<file path="src/rtl/traffic_pkg.sv">
// Shared constants and helpers for the multi-channel traffic generator:
// LFSR polynomials, recovery seeds and the burst FSM state type.
package traffic_pkg;

   typedef enum logic [0:0] {
      ST_IDLE  = 1'b0,
      ST_BURST = 1'b1
   } traffic_state_e;

   // Fibonacci tap masks: x^8+x^6+x^5+x^4 and x^16+x^15+x^13+x^4
   localparam logic [7:0]  TAPS_8   = 8'hB8;
   localparam logic [15:0] TAPS_16  = 16'hD008;
   localparam logic [7:0]  SEED_MIX = 8'h1D;

   function automatic logic [7:0] base_seed(input logic [1:0] sel);
      logic [7:0] s;
      case (sel)
         2'd0:    s = 8'hA5;
         2'd1:    s = 8'h3C;
         2'd2:    s = 8'h5E;
         2'd3:    s = 8'hC7;
         default: s = 8'hA5;
      endcase
      return s;
   endfunction

   function automatic logic [7:0] chan_seed(input logic [1:0] sel, input logic [2:0] k);
      logic [7:0] mix;
      mix = base_seed(sel) ^ (8'(k) * SEED_MIX);
      return (mix == 8'h00) ? 8'h01 : mix;
   endfunction

   // Operates on a 16-bit container; narrow LFSRs live in the low byte.
   function automatic logic [15:0] lfsr_step(input logic [15:0] v, input logic wide);
      logic [15:0] taps;
      logic        fb;
      taps = wide ? TAPS_16 : {8'h00, TAPS_8};
      fb   = ^(v & taps);
      return wide ? {v[14:0], fb} : {8'h00, v[6:0], fb};
   endfunction

endpackage

</file>
<file path="src/rtl/traffic_mc_core_if.sv">
// Packet stream towards the sink: valid/ready handshake plus drop accounting.
interface traffic_mc_core_if #(
   parameter int ID_W = 8,
   parameter int CH_W = 2
);
   logic            o_valid;
   logic            i_ready;
   logic [ID_W-1:0] o_packet_id;
   logic [CH_W-1:0] o_ch;
   logic [7:0]      o_drop_cnt;

   modport master (output o_valid, o_packet_id, o_ch, o_drop_cnt, input i_ready);
   modport slave  (input o_valid, o_packet_id, o_ch, o_drop_cnt, output i_ready);
endinterface

</file>
<file path="src/rtl/traffic_lfsr.sv">
// Per-channel packet-id LFSR with zero-lockup recovery; step_value is the
// post-step value presented combinationally so it can be issued this cycle.
module traffic_lfsr
   import traffic_pkg::*;
#(
   parameter int              ID_W    = 8,
   parameter logic [ID_W-1:0] RST_VAL = {{(ID_W-1){1'b0}}, 1'b1}
)(
   input  logic            clk,
   input  logic            rst_n,
   input  logic            ena,
   input  logic            step,
   input  logic            reload,
   input  logic [ID_W-1:0] seed,
   output logic [ID_W-1:0] value,
   output logic [ID_W-1:0] step_value
);

   logic [ID_W-1:0] value_r;
   logic [ID_W-1:0] base_s;

   // Recovery seed replaces a locked-up value before any step is applied
   always_comb begin
      base_s     = reload ? seed : value_r;
      step_value = ID_W'(lfsr_step(16'(base_s), ID_W == 16));
   end

   // LFSR state register
   always_ff @(posedge clk or negedge rst_n) begin
      if (!rst_n) begin
         value_r <= RST_VAL;
      end else if (ena) begin
         if (step) begin
            value_r <= step_value;
         end else begin
            value_r <= base_s;
         end
      end
   end

   assign value = value_r;

endmodule

</file>
<file path="src/rtl/traffic_mc_core.sv">
// Multi-channel traffic generator: interval timer, burst FSM, round-robin
// channel arbiter and a registered valid/ready output stage with drop counting.
module traffic_mc_core
   import traffic_pkg::*;
#(
   parameter int NUM_CH = 4,
   parameter int ID_W   = 8,
   parameter int PER_W  = 4
)(
   input  logic              clk,
   input  logic              rst_n,
   input  logic              ena,
   input  logic [NUM_CH-1:0] i_ch_en,
   input  logic [PER_W-1:0]  i_cfg_period,
   input  logic [1:0]        i_burst_len,
   input  logic [1:0]        i_seed_sel,
   traffic_mc_core_if.master bus
);

   localparam int CH_W  = $clog2(NUM_CH);
   localparam int CNT_W = PER_W + 8;

   traffic_state_e  state_r, state_nxt_s;
   logic [CNT_W-1:0] cnt_r, cnt_nxt_s, reload_s;
   logic [1:0]       rem_r, rem_nxt_s;
   logic [CH_W-1:0]  rr_r, rr_nxt_s, grant_s, ch_r;
   logic             found_s, slot_free_s, load_s, drop_s;
   logic             valid_r;
   logic [ID_W-1:0]  id_r, pkt_id_s;
   logic [7:0]       drop_r;
   logic [NUM_CH-1:0] step_s;
   logic [ID_W-1:0]  lfsr_s     [NUM_CH];
   logic [ID_W-1:0]  step_val_s [NUM_CH];

   assign reload_s    = {i_cfg_period, 8'hFF};
   assign slot_free_s = !valid_r || bus.i_ready;
   assign pkt_id_s    = step_val_s[grant_s];

   for (genvar k = 0; k < NUM_CH; k++) begin : g_lfsr
      logic [ID_W-1:0] seed_s;
      assign seed_s    = ID_W'(chan_seed(i_seed_sel, 3'(k)));
      assign step_s[k] = load_s && (grant_s == CH_W'(k));

      traffic_lfsr #(
         .ID_W    (ID_W),
         .RST_VAL (ID_W'(1) << (k % ID_W))
      ) u_lfsr (
         .clk        (clk),
         .rst_n      (rst_n),
         .ena        (ena),
         .step       (step_s[k]),
         .reload     (lfsr_s[k] == {ID_W{1'b0}}),
         .seed       (seed_s),
         .value      (lfsr_s[k]),
         .step_value (step_val_s[k])
      );
   end

   // Round-robin search: first enabled channel at or after the pointer, wrapping
   always_comb begin : p_arb
      logic [CH_W:0]   sum_v;
      logic [CH_W-1:0] idx_v;
      logic            hit_v;
      grant_s = {CH_W{1'b0}};
      found_s = 1'b0;
      sum_v   = {(CH_W+1){1'b0}};
      idx_v   = {CH_W{1'b0}};
      hit_v   = 1'b0;
      for (int i = 0; i < NUM_CH; i++) begin
         sum_v   = {1'b0, rr_r} + (CH_W+1)'(i);
         idx_v   = (sum_v >= (CH_W+1)'(NUM_CH)) ? CH_W'(sum_v - (CH_W+1)'(NUM_CH))
                                                : CH_W'(sum_v);
         hit_v   = !found_s && i_ch_en[idx_v];
         grant_s = hit_v ? idx_v : grant_s;
         found_s = found_s || hit_v;
      end
   end

   // Interval/burst FSM: next state, counters and per-slot load/drop decision
   always_comb begin
      state_nxt_s = state_r;
      cnt_nxt_s   = cnt_r;
      rem_nxt_s   = rem_r;
      rr_nxt_s    = rr_r;
      load_s      = 1'b0;
      drop_s      = 1'b0;
      if (i_ch_en == {NUM_CH{1'b0}}) begin
         cnt_nxt_s   = reload_s;
         state_nxt_s = ST_IDLE;
      end else begin
         case (state_r)
            ST_IDLE: begin
               if (cnt_r != {CNT_W{1'b0}}) begin
                  cnt_nxt_s = cnt_r - CNT_W'(1);
               end else begin
                  cnt_nxt_s   = reload_s;
                  rem_nxt_s   = i_burst_len;
                  state_nxt_s = ST_BURST;
               end
            end
            ST_BURST: begin
               cnt_nxt_s = cnt_r - CNT_W'(1);
               rr_nxt_s  = (grant_s == CH_W'(NUM_CH-1)) ? {CH_W{1'b0}} : grant_s + CH_W'(1);
               load_s    = found_s && slot_free_s;
               drop_s    = found_s && !slot_free_s;
               if (rem_r == 2'd0) begin
                  state_nxt_s = ST_IDLE;
               end else begin
                  rem_nxt_s = rem_r - 2'd1;
               end
            end
            default: begin
               state_nxt_s = ST_IDLE;
            end
         endcase
      end
   end

   // FSM state register
   always_ff @(posedge clk or negedge rst_n) begin
      if (!rst_n) begin
         state_r <= ST_IDLE;
      end else if (ena) begin
         state_r <= state_nxt_s;
      end
   end

   // Counters, arbiter pointer and output stage; ena=0 freezes all of it
   always_ff @(posedge clk or negedge rst_n) begin
      if (!rst_n) begin
         cnt_r   <= {CNT_W{1'b0}};
         rem_r   <= 2'd0;
         rr_r    <= {CH_W{1'b0}};
         valid_r <= 1'b0;
         id_r    <= {ID_W{1'b0}};
         ch_r    <= {CH_W{1'b0}};
         drop_r  <= 8'd0;
      end else if (ena) begin
         cnt_r <= cnt_nxt_s;
         rem_r <= rem_nxt_s;
         rr_r  <= rr_nxt_s;
         if (load_s) begin
            valid_r <= 1'b1;
            id_r    <= pkt_id_s;
            ch_r    <= grant_s;
         end else if (bus.i_ready) begin
            valid_r <= 1'b0;
         end
         if (drop_s && (drop_r != 8'hFF)) begin
            drop_r <= drop_r + 8'd1;
         end
      end
   end

   assign bus.o_valid     = valid_r;
   assign bus.o_packet_id = id_r;
   assign bus.o_ch        = ch_r;
   assign bus.o_drop_cnt  = drop_r;

endmodule

</file>
<file path="src/flat_wrapper.sv">
// flat-port wrapper written by rule: the top's interface ports become plain ports
module traffic_mc_core_flat import traffic_pkg::*;
#(
   parameter int NUM_CH = 4,
   parameter int ID_W   = 8,
   parameter int PER_W  = 4
)
  (clk, rst_n, ena, i_ch_en, i_cfg_period, i_burst_len, i_seed_sel, bus_o_valid, bus_o_packet_id, bus_o_ch, bus_o_drop_cnt, bus_i_ready);
  traffic_mc_core_if #(.ID_W(ID_W), .CH_W((2))) bus_i ();
  input  logic clk;
  input  logic rst_n;
  input  logic ena;
  input  logic [NUM_CH-1:0] i_ch_en;
  input  logic [PER_W-1:0] i_cfg_period;
  input  logic [1:0] i_burst_len;
  input  logic [1:0] i_seed_sel;
  output wire logic [$bits(bus_i.o_valid)-1:0] bus_o_valid;
  output wire logic [$bits(bus_i.o_packet_id)-1:0] bus_o_packet_id;
  output wire logic [$bits(bus_i.o_ch)-1:0] bus_o_ch;
  output wire logic [$bits(bus_i.o_drop_cnt)-1:0] bus_o_drop_cnt;
  input wire logic [$bits(bus_i.i_ready)-1:0] bus_i_ready;
  assign bus_o_valid = bus_i.o_valid;
  assign bus_o_packet_id = bus_i.o_packet_id;
  assign bus_o_ch = bus_i.o_ch;
  assign bus_o_drop_cnt = bus_i.o_drop_cnt;
  assign bus_i.i_ready = bus_i_ready;
  traffic_mc_core #(.NUM_CH(NUM_CH), .ID_W(ID_W), .PER_W(PER_W)) u_core (.clk(clk), .rst_n(rst_n), .ena(ena), .i_ch_en(i_ch_en), .i_cfg_period(i_cfg_period), .i_burst_len(i_burst_len), .i_seed_sel(i_seed_sel), .bus(bus_i));
endmodule
</file>
<file path="config.mk">
export PLATFORM = sky130hd
export DESIGN_NAME = traffic_mc_core_flat
export DESIGN_NICKNAME = d
export VERILOG_FILES = /design/src/rtl/traffic_pkg.sv /design/src/rtl/traffic_mc_core_if.sv /design/src/rtl/traffic_lfsr.sv /design/src/rtl/traffic_mc_core.sv /design/src/flat_wrapper.sv
export SDC_FILE = /design/constraint.sdc
export NUM_CORES = 1
export LEC_CHECK = 0
export ABC_AREA = 1
export BUFFER_PORTS_ARGS = -buffer_cell sky130_fd_sc_hd__buf_4
export CAP_MARGIN = 30
export CORE_UTILIZATION = 45
export CTS_CLUSTER_SIZE = 8
export DETAILED_ROUTE_END_ITERATION = 8
export HOLD_SLACK_MARGIN = 0.05
export MAX_ROUTING_LAYER = met4
export PLACE_DENSITY = 0.67
export SYNTH_ARGS = -nofsm -noshare
export SYNTH_HDL_FRONTEND = slang
export SYNTH_SLANG_ARGS = --single-unit
</file>
<file path="constraint.sdc">
create_clock -name clk -period 5.4 [get_ports clk]
set_input_delay 0.54 -clock clk [delete_from_list [all_inputs] [get_ports clk]]
set_output_delay 0.54 -clock clk [all_outputs]
set_load 0.01 [all_outputs]
</file>
==> results of run 1 <==
-- registers in the layout (all words and copies together), names as in the netlist, 2 cells and up --
name	cells
u_core.bus.o_ch	2
u_core.rr_r	2
u_core.cnt_r	12
u_core.g_lfsr.u_lfsr.value	32
u_core.bus.o_packet_id	8
u_core.rem_r	2
u_core.bus.o_drop_cnt	8
-- cells by family (layout without fill, tap and decap cells) --
| family | count (synthesis) | count (layout) | share of synthesized area |
|---|---|---|---|
| AND/OR/NAND/NOR | 316 | 316 | 0.305 |
| buffers and inverters | 95 | 130 | 0.0882 |
| XOR/XNOR | 11 | 11 | 0.0223 |
| adder cells (fa/ha/maj) | 12 | 12 | 0.0347 |
| flip-flops | 68 | 68 | 0.394 |
| multiplexers | 1 | 1 | 0.00260 |
| AO/OA/AOI/OAI | 119 | 119 | 0.153 |
-- final cells by class --
class / instances / area share
Inverter: 80 / 0.0617
Sequential cell: 68 / 0.350
Timing Repair Buffer: 34 / 0.0524
Clock inverter: 7 / 0.0167
Multi-Input combinational cell: 459 / 0.460
Clock buffer: 9 / 0.0254
Tap cell: 129 / 0.0331
-- critical path, delay by kind of cell (launching register included) --
family                   cells  cell delay [ns]
buffers and inverters        4             0.70
AO/OA/AOI/OAI                2             0.37
flip-flops                   1             0.58
AND/OR/NAND/NOR             10             1.30
adder cells (fa/ha/maj)      1             0.19
-- power by group through the flow --
stage,clock [mW],combinational [mW],sequential [mW]
CTS,0.451,1.33,0.846
global route,0.474,1.55,0.875
detailed placement,0,1.33,0.854
global placement,0,1.31,0.848
floorplan,0,1.03,0.831
finish,0.442,1.34,0.848
-- routing by layer --
metal	wire length (um)	part of all wire
met1	4980	0.48
met2	4730	0.46
met3	489	0.047
met4	104	0.010
met5	0	0
-- path summary, 6_finish.rpt --
path                                                               from                                           end  slack, ns  depth (start not counted)
max                                          u_core.rr_r[0]$_DFFE_PN0P_  u_core.g_lfsr[2].u_lfsr.value[0]$_DFFE_PN0P_       2.19                         17
min                                                               rst_n  u_core.g_lfsr[1].u_lfsr.value[7]$_DFFE_PN0P_       0.30                          1
max reg2reg                                  u_core.rr_r[0]$_DFFE_PN0P_  u_core.g_lfsr[2].u_lfsr.value[0]$_DFFE_PN0P_       2.19                         17
min reg2reg                u_core.g_lfsr[0].u_lfsr.value[0]$_DFFE_PN1P_  u_core.g_lfsr[0].u_lfsr.value[0]$_DFFE_PN1P_       0.48                          2
max in group asynchronous                                         rst_n  u_core.g_lfsr[0].u_lfsr.value[2]$_DFFE_PN0P_       4.52                          1
min in group clk                                        i_cfg_period[3]                  u_core.cnt_r[11]$_DFFE_PN0P_       0.42                          3
-- cell usage after synthesis, drive strengths merged --
master,n,share of area
nand2,207,0.18
inv,78,0.068
dfrtp,64,0.37
o21ai,64,0.075
nor2,52,0.046
nand3,39,0.048
a21oi,30,0.035
ha,12,0.035
o211ai,11,0.019
buf,8,0.013
nor3,8,0.012
clkbuf,7,0.0061
nand4,6,0.012
xnor2,6,0.012
xor2,5,0.010
a22o,4,0.0081
dfstp,4,0.024
o22ai,4,0.0058
a31oi,3,0.0043
clkinv,2,0.0017
a41oi,1,0.0020
and3,1,0.0014
mux2,1,0.0026
nand3b,1,0.0017
nor4,1,0.0014
o221ai,1,0.0020
o31ai,1,0.0017
or2,1,0.0014
-- metrics by stage --
step,instance area (um2),total power [mW]
finish,4870,2.63
global route,4870,2.90
CTS,4870,2.63
detailed placement,4660,2.18
global placement,4660,2.16
floorplan,4330,1.86
==> results.py, run 1 <==
metrics = {
    "clock_tree": {
        "clk_latency_ns": 0.35,
        "root_buffer": "clkbuf_8",
        "postCtsSetupRepairBufs": 0,
        "cts_made_buffers": 9,
        "h_tree_lvls": 3,
        "cts_max_path_buffers": 2,
        "hold_buf_count_cts": 0,
        "clkTransAtPathRegs_ns": 0.09,
        "postCtsResizedCells": 0,
        "clock-sinks": 68,
        "clock_tree_from_tritoncts": "yes",
    },
    "detailed_routing": {
        "drc_errors": 0,
        "drt-vias-per-instance": 5.21,
        "routed_wl_um": 10300,
        "drtPass1Iterations": 5,
        "detail_route.wl_per_cell_um": 13.1,
        "num_vias": 4093,
        "ant_nets": 0,
        "first_iter_violations": 246,
    },
    "timing": {
        "period_share": 0.594,
        "report.final.hold_viol_count": 0,
        "max_clock_freq_ghz": 0.312,
        "tightest_slew_ns": 0.880,
        "post_route_setup_tns_ns": 0,
        "grt_setup_unrepaired": "no",
        "timing.final.crit_period_ns": 3.21,
        "report.final.slew_viol_count": 0,
        "slew_headroom": 0.413,
        "timing.hold.ws_ns": 0.303,
        "setup_viol_count_final": 0,
        "skew_ns": 0.0119,
        "worst_setup_margin_ns": 2.19,
    },
    "logic_synthesis": {
        "synthesis.yosys.warnings": 0,
        "avgSynthCellArea_um2": 6.96,
        "synth_cell_type_count": 38,
        "synth.net_count": 650,
        "syn-instance-count": 622,
        "ys_ff_latch": 68,
        "yosysSeqAreaShare": 0.394,
        "mappedNetlistArea_um2": 4330,
    },
    "setup_path": {
        "worst-endpoint-arrival_ns": 3.49,
        "setup.worst_path.class": "reg2reg",
        "startpoint_type": "register",
        "chain_of_cells_forming_the_critical_path": "inv_1 > nand2_1 > nand2_1 > nand2_1 > nand2_1 > nor2_2 > nand3_1 > nand3_1 > nand2_2 > clkinv_1 > ha_1 > inv_1 > nor2_1 > inv_1 > a21oi_1 > nor2_1 > a41oi_1",
        "cp_data_required_time_ns": 5.68,
        "most_frequent_cell_on_the_critical_path": "nand2_1",
        "largest_driver_fanout_on_the_critical_path": 13,
        "cp_slowest_stage_delay_ns": 0.58,
        "kind_of_capture_point_of_the_worst_setup_path": "register",
        "cpMaxStageDelayCell": "dfrtp_1",
    },
    "grt": {
        "global_route.usage.total": 0.225,
        "pin_count_of_the_biggest_net_entering_global_routing": 69,
        "use_met2": 0.353,
        "via_count_of_the_first_global_routing_pass": 3745,
        "antenna_found_initial": 0,
        "gr-total-overflow": 0,
        "globalRouteMet1Util": 0.303,
        "global_route_wire_length_before_repair_um": 17500,
        "globalRoute.busiestLayer": "met2",
        "gr-usage-met3": 0.0390,
    },
    "pwr": {
        "sw_ratio": 0.474,
        "p_int_mw": 1.38,
        "comb_power_share": 0.510,
        "power.share.sequential": 0.322,
        "pwr-share-clk": 0.168,
        "p_per_area_nw_per_um2": 540,
        "leakagePower_nw": 2.52,
        "p_sw_mw": 1.25,
        "worst_vdd_drop_uv": 207,
    },
    "placement": {
        "io_buffers": 34,
        "placed_cells_incl_taps": 770,
        "gpl.final_weighted_congestion": 0.936,
        "place_ws_ns": 2.19,
        "dp_hpwl_um": 7380,
    },
    "worst_hold_path": {
        "worst_hold_path_type": "in2async",
    },
    "finish": {
        "drive_above_1_share": 0.102,
        "fillCellCount": 945,
        "finish.utilization": 0.525,
        "mostFrequentLayoutCell": "nand2_1",
        "antenna_diode_count": 0,
        "final_net_count": 680,
        "most-common-layout-cells": "nand2_1 (204), inv_1 (76), dfrtp_1 (64)",
        "stdcell_count": 786,
        "multi_input_area_um2": 2240,
        "area_growth_pct": 12.5,
        "regArea_um2": 1710,
    },
    "flow_run": {
        "maxCapViolCount": 0,
    },
    "floorplanning": {
        "die_area_um2": 10000,
        "fp.dieH_um": 100,
        "chipWidth_um": 100,
        "start_util": 0.466,
        "design.core.area_um2": 9280,
        "ioPinCount": 35,
        "placement_rows": 35,
    },
    "run_status": {
        "status": "complete, no violations",
    },
}
No activity file was read; power rests on OpenSTA's default activity.
==> run 2: changes to the inputs <==
- clock period: 5.4 -> 3.32 ns (I/O delays scaled with it)
==> results.py, run 2 (synthesis gave the netlist of run 1 again) <==
metrics = {
    "run_status": {
        "status": "complete, no violations",
    },
    "timing": {
        "period_share": 0.880,
        "setup_viol_count_final": 0,
        "post_route_setup_tns_ns": 0,
        "slew_headroom": 0.420,
        "timing.final.crit_period_ns": 2.92,
        "report.final.hold_viol_count": 0,
        "report.final.slew_viol_count": 0,
        "max_clock_freq_ghz": 0.342,
        "skew_ns": 0.0119,
        "grt_setup_unrepaired": "no",
        "tightest_slew_ns": 0.870,
        "worst_setup_margin_ns": 0.397,
    },
    "grt": {
        "pin_count_of_the_biggest_net_entering_global_routing": 69,
        "via_count_of_the_first_global_routing_pass": 3796,
        "antenna_found_initial": 0,
        "use_met2": 0.356,
        "gr-usage-met3": 0.0390,
        "global_route_wire_length_before_repair_um": 17600,
        "global_route.usage.total": 0.226,
        "globalRouteMet1Util": 0.302,
        "globalRoute.busiestLayer": "met2",
        "gr-total-overflow": 0,
    },
    "clock_tree": {
        "cts_max_path_buffers": 2,
        "clock-sinks": 68,
        "hold_buf_count_cts": 0,
        "clock_tree_from_tritoncts": "yes",
        "postCtsResizedCells": 0,
        "clkTransAtPathRegs_ns": 0.08,
        "h_tree_lvls": 3,
        "root_buffer": "clkbuf_8",
        "postCtsSetupRepairBufs": 0,
        "clk_latency_ns": 0.36,
        "cts_made_buffers": 9,
    },
    "setup_path": {
        "setup.worst_path.class": "reg2reg",
        "cpMaxStageDelayCell": "dfrtp_1",
        "most_frequent_cell_on_the_critical_path": "nand2_1",
        "regToRegStartpoint": "u_core.rr_r[0]$_DFFE_PN0P_",
        "cp_data_required_time_ns": 3.59,
        "r2r.worst_path.cells": 17,
        "chain_of_cells_forming_the_critical_path": "inv_1 > nand2_1 > nand2_1 > nand2_1 > nand2_1 > nor2_2 > nand3_1 > nand3_1 > nand2_2 > clkinv_1 > ha_1 > inv_1 > nor2_2 > inv_1 > a21oi_1 > nor2_1 > a41oi_1",
        "worst-endpoint-arrival_ns": 3.20,
        "worstReg2RegEnd": "u_core.g_lfsr[2].u_lfsr.value[0]$_DFFE_PN0P_",
        "largest_driver_fanout_on_the_critical_path": 13,
        "cp_slowest_stage_delay_ns": 0.56,
        "startpoint_type": "register",
        "setup.reg_to_reg.worst_slack_ns": 0.40,
        "kind_of_capture_point_of_the_worst_setup_path": "register",
    },
    "floorplanning": {
        "placement_rows": 35,
        "design.core.area_um2": 9280,
        "fp.dieH_um": 100,
        "ioPinCount": 35,
        "start_util": 0.466,
        "die_area_um2": 10000,
        "chipWidth_um": 100,
    },
    "detailed_routing": {
        "first_iter_violations": 221,
        "routed_wl_um": 10300,
        "drc_errors": 0,
        "ant_nets": 0,
        "num_vias": 4103,
        "drt-vias-per-instance": 5.19,
        "drtPass1Iterations": 5,
        "detail_route.wl_per_cell_um": 13.1,
    },
    "pwr": {
        "sw_ratio": 0.465,
        "p_int_mw": 2.28,
        "worst_vdd_drop_uv": 298,
        "power.share.sequential": 0.323,
        "leakagePower_nw": 2.54,
        "p_sw_mw": 1.98,
        "comb_power_share": 0.517,
        "pwr-share-clk": 0.160,
        "p_per_area_nw_per_um2": 871,
        "total_power_mw": 4.26,
    },
    "flow_run": {
        "maxCapViolCount": 0,
    },
    "finish": {
        "mostFrequentLayoutCell": "nand2_1",
        "fillCellCount": 920,
        "max_reg_flops": 32,
        "most-common-layout-cells": "nand2_1 (204), inv_1 (76), dfrtp_1 (64)",
        "area_growth_pct": 13.0,
        "final_net_count": 684,
        "drive_above_1_share": 0.106,
        "antenna_diode_count": 0,
        "finish.utilization": 0.527,
    },
    "placement": {
        "gpl.final_weighted_congestion": 0.952,
        "place_ws_ns": 0.303,
        "dp_hpwl_um": 7500,
        "io_buffers": 34,
    },
    "worst_hold_path": {
        "worst_hold_path_type": "in2async",
    },
}
[run 2: worst max-delay path by stage]
| stage | start | to | slack [ns] | cells past startpoint |
|---|---|---|---|---|
| after floorplan | u_core.rr_r[0]$_DFFE_PN0P_ | u_core.g_lfsr[2].u_lfsr.value[0]$_DFFE_PN0P_ | 0.98 | 18 |
| after global placement | u_core.rr_r[0]$_DFFE_PN0P_ | u_core.g_lfsr[2].u_lfsr.value[0]$_DFFE_PN0P_ | 0.48 | 17 |
| after detailed placement | u_core.rr_r[0]$_DFFE_PN0P_ | u_core.g_lfsr[2].u_lfsr.value[0]$_DFFE_PN0P_ | 0.30 | 17 |
| after CTS | u_core.rr_r[0]$_DFFE_PN0P_ | u_core.g_lfsr[2].u_lfsr.value[0]$_DFFE_PN0P_ | 0.30 | 17 |
| after global routing | u_core.rr_r[0]$_DFFE_PN0P_ | u_core.g_lfsr[2].u_lfsr.value[0]$_DFFE_PN0P_ | 0.12 | 17 |
| final | u_core.rr_r[0]$_DFFE_PN0P_ | u_core.g_lfsr[2].u_lfsr.value[0]$_DFFE_PN0P_ | 0.40 | 17 |
[run 2: critical path: cells and delay by family (launching register included)]
kind	cells	cell delay (ns)
simple gates	10	1.12
fa+ha+maj	1	0.19
compound gates	2	0.35
buf+inv	4	0.61
flops	1	0.56
[run 2: power by group through the flow]
stage | clock network [mW] | registers (mW) | logic [mW]
floorplan | 0 | 1.35 | 1.67
global placement | 0 | 1.38 | 2.14
detailed placement | 0 | 1.38 | 2.17
CTS | 0.701 | 1.37 | 2.18
global route | 0.734 | 1.42 | 2.51
finish | 0.681 | 1.38 | 2.20
[run 2: cell type report]
class | instances | area, um2 | area share
multi-input cells | 459 | 2240 | 0.459
repair buffers | 38 | 285 | 0.0583
clock inverters | 4 | 48.8 | 0.00998
clock buffers | 12 | 145 | 0.0297
well taps | 129 | 161 | 0.0330
inverters | 80 | 300 | 0.0614
flip-flops and latches | 68 | 1710 | 0.349
[run 2: stage by stage]
step | cell area [um2] | instances | hold slack [ns]
finish | 4890 | 790 | 0.0821
CTS | 4890 | 790 | 0.122
detailed placement | 4690 | 774 | 0.467
global route | 4890 | 790 | 0.174
floorplan | 4330 | 622 | 0.0364
global placement | 4690 | 774 | 0.464
[run 2: layer usage]
layer / part of all wire / up-vias
met5: 0 / -
met4: 0.0090 / 0
met3: 0.046 / 12
met2: 0.46 / 104
met1: 0.48 / 1910
li1: - / 2077
